<file path="config.mk">
export PLATFORM = sky130hd
export DESIGN_NAME = wb_write_queue
export DESIGN_NICKNAME = d
export VERILOG_FILES = /design/src/rtl/wb_write_queue.sv
export SDC_FILE = /design/constraint.sdc
export NUM_CORES = 1
export LEC_CHECK = 0
export CAP_MARGIN = 20
export CORE_ASPECT_RATIO = 0.5
export CORE_MARGIN = 3
export CORE_UTILIZATION = 55
export CTS_BUF_LIST = sky130_fd_sc_hd__clkbuf_8 sky130_fd_sc_hd__clkbuf_16
export DETAILED_ROUTE_END_ITERATION = 16
export GPL_ROUTABILITY_DRIVEN = 0
export PLACE_DENSITY = 0.87
export SYNTH_ARGS = -nofsm -noshare
export SYNTH_HDL_FRONTEND = slang
export SYNTH_SLANG_ARGS = --single-unit
</file>
<file path="constraint.sdc">
create_clock -name clk -period 12.05 [get_ports clk]
set_input_delay 1.205 -clock clk [delete_from_list [all_inputs] [get_ports clk]]
set_output_delay 1.205 -clock clk [all_outputs]
set_load 0.005 [all_outputs]
</file>
<file path="src/rtl/wb_write_queue.sv">
// In-order writeback queue feeding the register file write port.
// Accepts load and ALU results, drains one per cycle, and forwards queued data to decode.
module wb_write_queue #(
   parameter int DEPTH = 4,
   parameter int AW    = 5,
   parameter int DW    = 32
) (
   input  logic                       clk,
   input  logic                       rst,
   input  logic                       ld_valid,
   output logic                       ld_ready,
   input  logic [AW-1:0]              ld_rd,
   input  logic [DW-1:0]              ld_data,
   input  logic                       alu_valid,
   output logic                       alu_ready,
   input  logic [AW-1:0]              alu_rd,
   input  logic [DW-1:0]              alu_data,
   output logic [AW-1:0]              A3,
   output logic [DW-1:0]              WD,
   output logic                       We,
   input  logic [AW-1:0]              q1_addr,
   output logic                       q1_hit,
   output logic [DW-1:0]              q1_data,
   input  logic [AW-1:0]              q2_addr,
   output logic                       q2_hit,
   output logic [DW-1:0]              q2_data,
   output logic [$clog2(DEPTH+1)-1:0] count,
   output logic                       empty,
   output logic                       full
);

   localparam int PW = $clog2(DEPTH);
   localparam int CW = $clog2(DEPTH+1);
   localparam logic [CW-1:0] DEPTH_C = CW'(DEPTH);

   logic [AW-1:0]    rd_mem   [DEPTH];
   logic [DW-1:0]    data_mem [DEPTH];
   logic [DEPTH-1:0] vld;
   logic [PW-1:0]    head, tail, alu_slot;
   logic [CW-1:0]    count_r, free;
   logic             ld_push, alu_push, pop;

   assign free      = DEPTH_C - count_r;
   assign ld_ready  = (free != '0);
   // The ALU only loses the last slot to a load that will actually be enqueued.
   assign alu_ready = (free >= CW'(2)) ||
                      ((free == CW'(1)) && !(ld_valid && (ld_rd != '0)));
   assign ld_push   = ld_valid  && ld_ready  && (ld_rd  != '0);
   assign alu_push  = alu_valid && alu_ready && (alu_rd != '0);
   assign pop       = (count_r != '0);
   assign alu_slot  = tail + PW'(ld_push);

   always_ff @(posedge clk or posedge rst) begin
      if (rst) begin
         head    <= '0;
         tail    <= '0;
         count_r <= '0;
         vld     <= '0;
      end else begin
         if (pop) begin
            vld[head] <= 1'b0;
            head      <= head + PW'(1);
         end
         if (ld_push)  vld[tail]     <= 1'b1;
         if (alu_push) vld[alu_slot] <= 1'b1;
         tail    <= tail + PW'(ld_push) + PW'(alu_push);
         count_r <= count_r + CW'(ld_push) + CW'(alu_push) - CW'(pop);
      end
   end

   always_ff @(posedge clk) begin
      if (ld_push) begin
         rd_mem[tail]   <= ld_rd;
         data_mem[tail] <= ld_data;
      end
      if (alu_push) begin
         rd_mem[alu_slot]   <= alu_rd;
         data_mem[alu_slot] <= alu_data;
      end
   end

   assign We    = pop;
   assign A3    = pop ? rd_mem[head]   : '0;
   assign WD    = pop ? data_mem[head] : '0;
   assign count = count_r;
   assign empty = (count_r == '0);
   assign full  = (count_r == DEPTH_C);

   // Walk oldest to youngest so the last match found is the youngest.
   always_comb begin
      logic [PW-1:0] idx;
      idx     = '0;
      q1_hit  = 1'b0;
      q1_data = '0;
      q2_hit  = 1'b0;
      q2_data = '0;
      for (int unsigned i = 0; i < DEPTH; i++) begin
         idx = head + PW'(i);
         if (vld[idx] && (q1_addr != '0) && (rd_mem[idx] == q1_addr)) begin
            q1_hit  = 1'b1;
            q1_data = data_mem[idx];
         end
         if (vld[idx] && (q2_addr != '0) && (rd_mem[idx] == q2_addr)) begin
            q2_hit  = 1'b1;
            q2_data = data_mem[idx];
         end
      end
   end

endmodule

</file>
==> tab_implementation.tex <==
\begin{tabular}{lr}
\hline
Metric & Value \\
\hline
\multicolumn{2}{l}{\textbf{Die}} \\
Width of the die & 229 microns \\
Full die area & 26,800 sq um \\
I/O pin total & 199 \\
Placement row count & 40 \\
Standard cell core area & 24,200 sq um \\
Initial cell density of the core & 56.4\% \\
Die extent in y & 117 microns \\
\multicolumn{2}{l}{\textbf{Synthesis}} \\
Count of distinct cell types in the synthesized netlist & 57 \\
Gate count of the mapped netlist & 1,002 \\
Main area contributors after synthesis & sky130\_fd\_sc\_hd\_\_edfxtp\_1 33\%, sky130\_fd\_sc\_hd\_\_mux4\_2 25\%, sky130\_fd\_sc\_hd\_\_mux2\_2 9.2\%, sky130\_fd\_sc\_hd\_\_a221oi\_2 3.3\%, sky130\_fd\_sc\_hd\_\_mux2\_1 3.1\% \\
Post-synth EDFFs & 148 \\
Top flip-flop cell by instance count after synthesis & sky130\_fd\_sc\_hd\_\_edfxtp\_1 \\
Total nets after synthesis & 1,104 \\
Yosys top cell area share & 32.6\% \\
Commonest cells in the synthesized netlist & 150 x sky130\_fd\_sc\_hd\_\_mux4\_2, 148 x sky130\_fd\_sc\_hd\_\_edfxtp\_1, 112 x sky130\_fd\_sc\_hd\_\_mux2\_2 \\
Cell with the most instances after synthesis & sky130\_fd\_sc\_hd\_\_mux4\_2 \\
Post-synthesis register bit count & 159 \\
Share of synthesized registers carrying an async set or reset & 6.92\% \\
Post-synth design cell area & 13,600 sq um \\
Synth area leader & sky130\_fd\_sc\_hd\_\_edfxtp\_1 \\
Synthesized area per cell & 13.6 sq um \\
Portion of the post-synthesis area used by sequential elements & 34.6\% \\
Synthesis Warnings & 0 \\
\multicolumn{2}{l}{\textbf{Route}} \\
Post-detailed-route wirelength per cell & 28.2 microns \\
Number of detailed-route iterations in the first pass & 8 \\
Antenna-violating nets left & 0 \\
Drt total wl & 42,100 microns \\
Drt initial violations & 1,414 \\
DRC errors left & 0 \\
Drt via density & 7.28 \\
Via count & 10,900 \\
\multicolumn{2}{l}{\textbf{Critical path}} \\
Worst path top cell family by delay & buffers and inverters \\
Critical-path cell list & inv\_1, ha\_4, buf\_4, mux4\_2, nand3\_1, or2\_1, o211ai\_4, buf\_4, o221ai\_1, clkdlybuf4s50\_1 \\
WP depth & 10 \\
R2R cell count & 11 \\
Buffering stage count on the worst path with inverters included & 4 \\
Critical Path Sink Type & output pin \\
Most prevalent standard cell on the critical path & sky130\_fd\_sc\_hd\_\_buf\_4 \\
Crit Path Max Fanout & 60 \\
Crit-path max cell delay & 820 ps \\
Data arrival at the endpoint of the critical path & 5810 ps \\
CP startpoint kind & register \\
Required time reported for the critical path endpoint & 10,850 ps \\
Category of the most critical setup path & register to output pin \\
Slowest stage cell on the critical path & sky130\_fd\_sc\_hd\_\_buf\_4 \\
\multicolumn{2}{l}{\textbf{Pwr}} \\
Lkg Pwr & 0.00529 uW \\
Worst supply voltage drop on vdd & 184 uV \\
PwrDens & 325 nW/um\^{}2 \\
\multicolumn{2}{l}{\textbf{Min path}} \\
Path class of the lowest-slack min-delay path & register to register \\
Cell depth of the worst hold path & 1 \\
\multicolumn{2}{l}{\textbf{Clock tree}} \\
Latest clock arrival within the worst-skew pair & 440 ps \\
Clock sink total & 159 \\
Setup Buffers After CTS & 0 \\
Clock Path Buffers & 2 \\
Post-cts hold buffer count & 0 \\
Clock-pin transition on the worst setup and hold timing paths & 70 ps \\
Cts repair resizes & 0 \\
Depth of the CTS H-tree & 4 \\
Clock tree from TritonCTS & yes \\
Clk root buf & sky130\_fd\_sc\_hd\_\_clkbuf\_16 \\
Inserted Clock Buffers & 17 \\
\multicolumn{2}{l}{\textbf{STA}} \\
Setup repair after global routing missed its margin & no \\
Crit path time final & 7020 ps \\
Worst clock skew & 5.39 ps \\
Slew headroom & 25.1\% \\
Smallest hold slack & 575 ps \\
FMAX & 143 MHz \\
Setup-violating endpoint count in the final report & 0 \\
Number of max-slew violations in the final report & 0 \\
Count of endpoints failing hold in the final timing report & 0 \\
Setup TNS & 0 ps \\
Slew at the pin with the worst max-slew slack & 1120 ps \\
Portion of the clock cycle consumed by the worst path in the final layout & 58.2\% \\
\multicolumn{2}{l}{\textbf{GRT}} \\
Number of antenna violations at the first check in global routing & 4 \\
Total overflow reported by the global router & 0 \\
Maximum number of pins on one net before global-route repair & 82 \\
First-pass GRT wire length & 64,400 microns \\
Number of global-route vias before repair & 11,300 \\
Total routing usage reported by global routing & 31.0\% \\
\multicolumn{2}{l}{\textbf{Finish}} \\
Synth-to-layout area growth & 20.3\% \\
Area occupied by registers & 4730 sq um \\
Area taken by multi-input logic gates & 8420 sq um \\
Layout net count & 1,244 \\
Fill cells & 1,598 \\
Share of post-route cells with drive strength above 1 & 35.3\% \\
\multicolumn{2}{l}{\textbf{Place}} \\
Port Buffer Count & 198 \\
Post-detail-place hpwl & 26,300 microns \\
\multicolumn{2}{l}{\textbf{Outcome}} \\
Status & finished, final reports clean \\
\multicolumn{2}{l}{\textbf{Run}} \\
Max-cap violations & 0 \\
\hline
\end{tabular}
-- where the power goes --
group          internal, uW  total [uW]  leakage (uW)  switching (uW)
logic                  1830        3580       0.00350            1750
clock network           321         553      0.000292             232
registers               952        1200       0.00150             246
-- layout make-up --
| cell class | count | share of cell area [%] |
|---|---|---|
| multi-input cells | 728 | 51.3 |
| flip-flops and latches | 159 | 28.8 |
| repair buffers | 221 | 13.4 |
| clock buffers | 17 | 2.59 |
| well taps | 336 | 2.56 |
| clock inverters | 14 | 0.938 |
| inverters | 15 | 0.343 |
| diodes | 2 | 0.0305 |
-- flip-flops by register name, indices dropped and copies added (netlist names) --
register	cells
rd_mem	20
head	2
count	3
vld	4
data_mem	128
tail	2
-- metrics by stage --
stage | instance area (sq um) | setup slack, ps | cells | power, uW | utilization (%)
2_1_floorplan | 13600 | 7060 | 1002 | 3540 | -
3_3_place_gp | 15800 | 5250 | 1457 | 4570 | 65.2
3_5_place_dp | 15800 | 5160 | 1457 | 4700 | 65.2
4_1_cts | 16300 | 4680 | 1488 | 5270 | 67.6
5_1_grt | 16400 | 4670 | 1492 | 5580 | 67.8
6_report | 16400 | 5030 | 1492 | 5330 | 67.8
-- cells by family after synthesis --
| group | after synthesis | share of synthesized area (%) |
|---|---|---|
| compound gates | 147 | 9.83 |
| flops | 159 | 34.6 |
| simple gates | 189 | 7.11 |
| buf+inv | 115 | 4.30 |
| xor+xnor | 45 | 3.06 |
| mux | 333 | 39.7 |
| fa+ha+maj | 14 | 1.39 |
-- worst paths after layout --
kind,from,to,slack [ps]
min in group asynchronous,rst,count[1],1080
max in group asynchronous,rst,head[0],10610
worst max register to register,count[1],data_mem[0][2],8300
worst min register to register,vld[3],vld[3],580
worst max-delay path,head[0],q1_data[17],5030
worst min-delay path,vld[3],vld[3],580
-- worst reg2reg max path: stages, from the launching register on --
cell                       delay [ps]
sky130_fd_sc_hd__dfrtp_1          420
sky130_fd_sc_hd__inv_1            160
sky130_fd_sc_hd__ha_1             200
sky130_fd_sc_hd__ha_1             170
sky130_fd_sc_hd__inv_1             60
sky130_fd_sc_hd__nand2b_1         150
sky130_fd_sc_hd__inv_1            120
sky130_fd_sc_hd__ha_1             210
sky130_fd_sc_hd__xnor2_1          610
sky130_fd_sc_hd__nor3b_4          330
sky130_fd_sc_hd__buf_4            610
sky130_fd_sc_hd__mux2_2           450
-- layout by cell type (no fill, tap or decap), types with 6 or more instances in the layout --
cell type                         synthesis  layout
sky130_fd_sc_hd__o221ai_1                17      17
sky130_fd_sc_hd__nand3_1                 17      16
sky130_fd_sc_hd__o21ai_2                 30      30
sky130_fd_sc_hd__a211oi_1                 7       7
sky130_fd_sc_hd__dfrtp_1                 11       9
sky130_fd_sc_hd__a221oi_2                30      30
sky130_fd_sc_hd__clkbuf_16                0      17
sky130_fd_sc_hd__nand2_1                 83      83
sky130_fd_sc_hd__xnor2_1                 36      36
sky130_fd_sc_hd__clkdlybuf4s50_1          0     198
sky130_fd_sc_hd__ha_1                    12      11
sky130_fd_sc_hd__o21ai_1                  6       6
sky130_fd_sc_hd__o211ai_2                 9       8
sky130_fd_sc_hd__edfxtp_1               148     148
sky130_fd_sc_hd__mux2_2                 112     112
sky130_fd_sc_hd__mux4_2                 150     150
sky130_fd_sc_hd__nor2_1                  13      10
sky130_fd_sc_hd__xor2_1                   6       6
sky130_fd_sc_hd__mux2_1                  38      38
sky130_fd_sc_hd__inv_1                   14      17
sky130_fd_sc_hd__mux2i_1                 32      32
sky130_fd_sc_hd__nand4_1                  6       6
sky130_fd_sc_hd__buf_4                   10      21
sky130_fd_sc_hd__and2_1                  37      36
sky130_fd_sc_hd__o21ai_0                 36      35
-- per-layer routing --
metal	wire length [microns]	global-route usage, %	up-vias
li1	-	-	4339
met1	14900	38.8	5462
met2	20300	50.0	881
met3	4920	8.28	179
met4	2020	16.2	4
met5	21	0	-
Power figures use the tool's default switching activity.
